File: config.mk
export PLATFORM = sky130hd
export DESIGN_NAME = miriscv_lsu
export DESIGN_NICKNAME = d
export VERILOG_FILES = /design/src/rtl/miriscv_pkg.sv /design/src/rtl/miriscv_lsu_ldfmt.sv /design/src/rtl/miriscv_lsu.sv
export SDC_FILE = /design/constraint.sdc
export NUM_CORES = 1
export LEC_CHECK = 0
export CAP_MARGIN = 20
export CORE_ASPECT_RATIO = 1.1
export CORE_UTILIZATION = 50
export CTS_BUF_LIST = sky130_fd_sc_hd__clkbuf_2 sky130_fd_sc_hd__clkbuf_4 sky130_fd_sc_hd__clkbuf_8
export CTS_CLUSTER_DIAMETER = 30
export DETAILED_ROUTE_END_ITERATION = 10
export PLACE_DENSITY = 0.86
export RECOVER_POWER = 25
export SETUP_SLACK_MARGIN = 0.1
export SLEW_MARGIN = 20
export SYNTH_ARGS = -nofsm -noshare
export SYNTH_HDL_FRONTEND = slang
export SYNTH_SLANG_ARGS = --single-unit
File: constraint.sdc
create_clock -name clk_i -period 4.15 [get_ports clk_i]
set_input_delay 0.415 -clock clk_i [delete_from_list [all_inputs] [get_ports clk_i]]
set_output_delay 0.415 -clock clk_i [all_outputs]
set_load 0.05 [all_outputs]
File: src/rtl/miriscv_pkg.sv
// Shared LSU definitions: funct3 size codes, FSM state encoding and
// the byte-lane helpers used when a request is captured.
package miriscv_pkg;

  localparam logic [2:0] LDST_B  = 3'b000;
  localparam logic [2:0] LDST_H  = 3'b001;
  localparam logic [2:0] LDST_W  = 3'b010;
  localparam logic [2:0] LDST_BU = 3'b100;
  localparam logic [2:0] LDST_HU = 3'b101;

  typedef enum logic [1:0] {
    IDLE = 2'd0,
    REQ  = 2'd1,
    RESP = 2'd2
  } lsu_state_e;

  // Legal size for the direction and naturally aligned for that size.
  function automatic logic lsu_access_ok(input logic we, input logic [2:0] size,
                                         input logic [1:0] offset);
    logic ok;
    case (size)
      LDST_B:  ok = 1'b1;
      LDST_BU: ok = ~we;
      LDST_H:  ok = ~offset[0];
      LDST_HU: ok = ~we & ~offset[0];
      LDST_W:  ok = (offset == 2'b00);
      default: ok = 1'b0;
    endcase
    return ok;
  endfunction

  function automatic logic [3:0] lsu_be(input logic [2:0] size, input logic [1:0] offset);
    logic [3:0] be;
    case (size[1:0])
      2'b00:   be = 4'b0001 << offset;
      2'b01:   be = 4'b0011 << offset;
      default: be = 4'b1111;
    endcase
    return be;
  endfunction

  function automatic logic [31:0] lsu_wdata(input logic [2:0] size, input logic [31:0] d);
    logic [31:0] w;
    case (size[1:0])
      2'b00:   w = {4{d[7:0]}};
      2'b01:   w = {2{d[15:0]}};
      default: w = d;
    endcase
    return w;
  endfunction

endpackage

File: src/rtl/miriscv_lsu_ldfmt.sv
// Load formatter: picks the addressed byte/halfword of the read word
// and sign- or zero-extends it according to funct3.
module miriscv_lsu_ldfmt
  import miriscv_pkg::*;
(
  input  logic [31:0] rdata,
  input  logic [1:0]  offset,
  input  logic [2:0]  size,
  output logic [31:0] data
);

  logic [7:0]  byte_sel;
  logic [15:0] half_sel;

  always_comb begin
    case (offset)
      2'd0:    byte_sel = rdata[7:0];
      2'd1:    byte_sel = rdata[15:8];
      2'd2:    byte_sel = rdata[23:16];
      default: byte_sel = rdata[31:24];
    endcase
    half_sel = offset[1] ? rdata[31:16] : rdata[15:0];

    case (size)
      LDST_B:  data = {{24{byte_sel[7]}}, byte_sel};
      LDST_BU: data = {24'h0, byte_sel};
      LDST_H:  data = {{16{half_sel[15]}}, half_sel};
      LDST_HU: data = {16'h0, half_sel};
      default: data = rdata;
    endcase
  end

endmodule

File: src/rtl/miriscv_lsu.sv
// RV32 load/store unit: captures a core memory instruction, issues one
// word-aligned bus request and returns formatted load data.
module miriscv_lsu
  import miriscv_pkg::*;
(
  input  logic        clk_i,
  input  logic        arstn_i,
  input  logic        lsu_req_i,
  input  logic        lsu_we_i,
  input  logic [2:0]  lsu_size_i,
  input  logic [31:0] lsu_addr_i,
  input  logic [31:0] lsu_data_i,
  output logic [31:0] lsu_data_o,
  output logic        lsu_stall_req_o,
  output logic        lsu_err_o,
  output logic        data_req_o,
  output logic        data_we_o,
  output logic [3:0]  data_be_o,
  output logic [31:0] data_addr_o,
  output logic [31:0] data_wdata_o,
  input  logic        data_gnt_i,
  input  logic        data_rvalid_i,
  input  logic [31:0] data_rdata_i
);

  lsu_state_e  state;
  logic [31:0] addr_q;
  logic [2:0]  size_q;
  logic        we_q;
  logic [3:0]  be_q;
  logic [31:0] wdata_q;
  logic [31:0] load_q;

  logic        access_ok;
  logic        done;
  logic        in_req;
  logic [31:0] fmt_data;

  assign access_ok = lsu_access_ok(lsu_we_i, lsu_size_i, lsu_addr_i[1:0]);
  assign done      = (state == RESP) & data_rvalid_i;
  assign in_req    = (state == REQ);

  assign lsu_err_o       = (state == IDLE) & lsu_req_i & ~access_ok;
  assign lsu_stall_req_o = lsu_req_i & ~done & ~lsu_err_o;

  miriscv_lsu_ldfmt u_ldfmt (
    .rdata  (data_rdata_i),
    .offset (addr_q[1:0]),
    .size   (size_q),
    .data   (fmt_data)
  );

  // Lane formatting is done at capture so the bus sees only registered values.
  always_ff @(posedge clk_i or negedge arstn_i) begin
    if (!arstn_i) begin
      state   <= IDLE;
      addr_q  <= '0;
      size_q  <= '0;
      we_q    <= 1'b0;
      be_q    <= '0;
      wdata_q <= '0;
      load_q  <= '0;
    end else begin
      case (state)
        IDLE: begin
          if (lsu_req_i && access_ok) begin
            addr_q  <= lsu_addr_i;
            size_q  <= lsu_size_i;
            we_q    <= lsu_we_i;
            be_q    <= lsu_be(lsu_size_i, lsu_addr_i[1:0]);
            wdata_q <= lsu_wdata(lsu_size_i, lsu_data_i);
            state   <= REQ;
          end
        end
        REQ: begin
          if (data_gnt_i) state <= RESP;
        end
        RESP: begin
          if (data_rvalid_i) begin
            if (!we_q) load_q <= fmt_data;
            state <= IDLE;
          end
        end
        default: state <= IDLE;
      endcase
    end
  end

  assign data_req_o   = in_req;
  assign data_we_o    = in_req & we_q;
  assign data_be_o    = in_req ? be_q : '0;
  assign data_addr_o  = in_req ? {addr_q[31:2], 2'b00} : '0;
  assign data_wdata_o = in_req ? wdata_q : '0;

  assign lsu_data_o = (done && !we_q) ? fmt_data : load_q;

endmodule

==> qor.csv <==
stage,metric,value,unit
outcome,outcome,"complete, but fails checks",
outcome,failing checks,"max-capacitance violations, max-slew violations",
clocking,CTS tree,done,
final_layout,Area Overhead vs Synth,42.86,%
final_layout,"most common cell after layout, fill and taps aside",clkdlybuf4s50_1,
yosys,synthesized area,5640,um^2
clocking,postcts setup bufs,0,
final_layout,"non-filler cells, final",900,
global_routing,antenna violations before repair,0,
floorplanning,die height,113.4,um
final_layout,Ant. Diodes,0,
drt,vias per cell,5.497,
global_routing,first-pass GRT wire length,24270,um
floorplanning,IO Pins,209,
critical_path,Crit Path Category,flip-flop to output port,
critical_path,CP peak stage delay,790,ps
global_routing,pin count of the biggest net entering global routing,81,
sta,"Hold Vio Cnt, Final",0,
global_routing,number of global-route vias before repair,5026,
clocking,clock sinks,106,
final_layout,nets,853,
sta,fin crit share,86.89,%
global_routing,GRT Overall Usage,27.06,%
drt,Routed Wire Length,15460,um
sta,crit path time final,3606,ps
sta,fmax,277.3,MHz
pwr,VDD IR max,0.0003437,V
yosys,Synth Warn #,0,
sta,"Slew Viols, Final",81,
yosys,sequential cell area fraction in the yosys report,47.03,%
drt,Pre-antenna DRT Iters,4,
clocking,CTS buffer count,9,
critical_path,"Cell Chain, Critical Path",nor2b_1 -> nor2_1 -> o21ai_1 -> o221a_1 -> clkdlybuf4s50_1,
floorplanning,die area,11710,um^2
pwr,Leakage,3.326,nW
placement,placed insts,884,
placement,DP Wirelength,11670,um
yosys,register bit total from synthesis,106,
yosys,Yosys cell types,39,
floorplanning,Initial Util,51.46,%
sta,Worst Skew,4.214,ps
worst_hold_path,Hold WC Path Type,flip-flop to flip-flop,
clocking,clk slew on worst S/H paths,90,ps
drt,Post-route DRC,0,
flow_run,max-capacitance violation count,1,
pwr,pwr dens,604.8,nW/um^2
floorplanning,die width,103.3,um
drt,routed via count,4947,
sta,unrepaired setup endpoints after global routing,no,
critical_path,WP data required,3730,ps
clocking,CTS root buffer,clkbuf_8,
sta,Least-Margin Pin Slew,1982,ps
yosys,Syn Inst Count,565,
sta,final setup violation count,0,
sta,hold slack,484.2,ps
placement,GPL Wtd Cong,0.9628,
critical_path,"Slowest-stage cell, CP",clkdlybuf4s50_1,
clocking,CTS max path bufs,2,
sta,setup tns final,0,ps
critical_path,CP Max Fanout,14,
sta,Max-slew headroom,-32.13,%
placement,port buffer count,206,
final_layout,most frequent cells in the layout,"178 x clkdlybuf4s50_1, 106 x dfrtp_1, 67 x and2_1",
floorplanning,Placeable Area,10960,um^2
final_layout,# fillers,782,
critical_path,CP Launch Type,flip-flop,
placement,DP Area,7841,um^2
drt,Wirelength per Cell,17.18,um
clocking,worst skew pair latency,360,ps
final_layout,share of post-route cells with drive strength above 1,9.827,%
floorplanning,# rows,40,
yosys,synthesized area per cell,9.983,um^2
final_layout,Final Cell Area,8058,um^2
global_routing,grt total ovfl,0,
critical_path,"delay-heaviest family, CP",compound AO/OA/AOI/OAI gates,
critical_path,crit path DAT,3190,ps
critical_path,CP endpoint kind,output port,
clocking,H-tree depth,3,
clocking,CTS Hold Bufs,0,
drt,initial DRC count,243,
clocking,CTS resizes,0,
critical_path,CP bufs+invs,1,
drt,Final ANT Viol Nets,0,
-- layer usage --
layer  global-route usage, %  part of all wire (%)  up-vias
met5                       0                     0        -
met4                   10.80                   2.9        0
met3                   8.824                   9.7       34
met2                   44.98                    48      227
met1                   32.26                    39     2321
li1                        -                     -     2365
-- state kept, by name (all words and copies together), names as in the netlist --
| signal | count |
|---|---|
| addr_q | 32 |
| load_q | 32 |
| wdata_q | 32 |
| be_q | 4 |
| size_q | 3 |
| state | 2 |
| we_q | 1 |
-- where the power goes --
part,total (mW),switching (mW),internal [mW]
Clock,0.673,0.336,0.337
Sequential,1.66,0.229,1.43
Combinational,2.55,1.54,1.00
Total,4.87,2.11,2.76
-- synth_stat cells --
master | count | area (um^2)
nor2b_1 | 4 | 25.02
nor2_1 | 15 | 56.30
mux2i_1 | 24 | 240.2
nand4bb_1 | 1 | 11.26
o221ai_1 | 4 | 35.03
o211ai_1 | 16 | 120.1
mux2_1 | 45 | 506.7
clkbuf_1 | 24 | 90.09
buf_4 | 3 | 22.52
a22o_1 | 2 | 17.52
and2_1 | 67 | 419.2
o41ai_2 | 1 | 16.27
a21o_1 | 1 | 7.510
nor3_1 | 5 | 25.02
o21ba_1 | 1 | 10.01
conb_1 | 1 | 3.750
and3_1 | 3 | 18.77
o21ai_0 | 9 | 45.04
buf_2 | 18 | 90.09
dfrtp_1 | 106 | 2653
nand2_1 | 49 | 183.9
o221a_1 | 6 | 67.56
buf_6 | 1 | 11.26
inv_1 | 3 | 11.26
nor3b_1 | 3 | 22.52
nand3b_1 | 13 | 97.59
o311a_1 | 1 | 10.01
mux2_2 | 8 | 90.09
mux4_2 | 1 | 22.52
or2_2 | 1 | 6.260
buf_1 | 2 | 7.510
and4bb_1 | 1 | 12.51
a311oi_1 | 2 | 17.52
a21oi_1 | 44 | 220.2
a31oi_1 | 5 | 31.28
nor3_2 | 1 | 10.01
o21ai_1 | 62 | 310.3
o221a_2 | 4 | 45.04
nand2b_1 | 8 | 50.05
-- cell type report --
cell class / count / area, um^2 / area share [%]
Clock buffer: 13 / 172.7 / 2.143
Clock inverter: 3 / 46.29 / 0.5745
Inverter: 3 / 11.26 / 0.1398
Multi-Input combinational cell: 409 / 2766 / 34.33
Sequential cell: 106 / 2653 / 32.92
Tap cell: 147 / 183.9 / 2.283
Timing Repair Buffer: 219 / 2225 / 27.61
-- logic make-up after synthesis --
| family | count (synthesis) | share of synthesized area (%) |
|---|---|---|
| AND/OR/NAND/NOR | 171 | 16.64 |
| other | 1 | 0.06648 |
| buffers and inverters | 51 | 4.126 |
| flip-flops | 106 | 47.03 |
| multiplexers | 78 | 15.24 |
| AO/OA/AOI/OAI | 158 | 16.90 |
-- per-stage QoR --
step	utilization (%)	setup WS (ps)	total power, mW
2_1_floorplan	-	1590	3.284
3_3_place_gp	71.54	910.8	4.152
3_5_place_dp	71.54	859.3	4.224
4_1_cts	73.54	550.2	4.907
5_1_grt	73.52	256.9	5.136
6_report	73.52	543.9	4.873
-- worst register-to-register path, cell delays in order, from the launching register on --
cell	delay (ps)
dfrtp_1	460
and4bb_1	300
buf_4	240
nand2b_1	340
o21ba_1	680
a21oi_1	150
-- worst paths after layout --
kind                       depth (start not counted)            end  slack (ps)       from
min reg2reg                                        2        be_q[2]         480    be_q[2]
max in group asynchronous                          2     load_q[16]        2260    arstn_i
min in group asynchronous                          1     load_q[10]         600    arstn_i
min                                                2        be_q[2]         480    be_q[2]
max reg2reg                                        5     load_q[10]        1830   state[0]
max                                                5  lsu_data_o[5]         540  size_q[0]
Power figures use the tool's default switching activity.
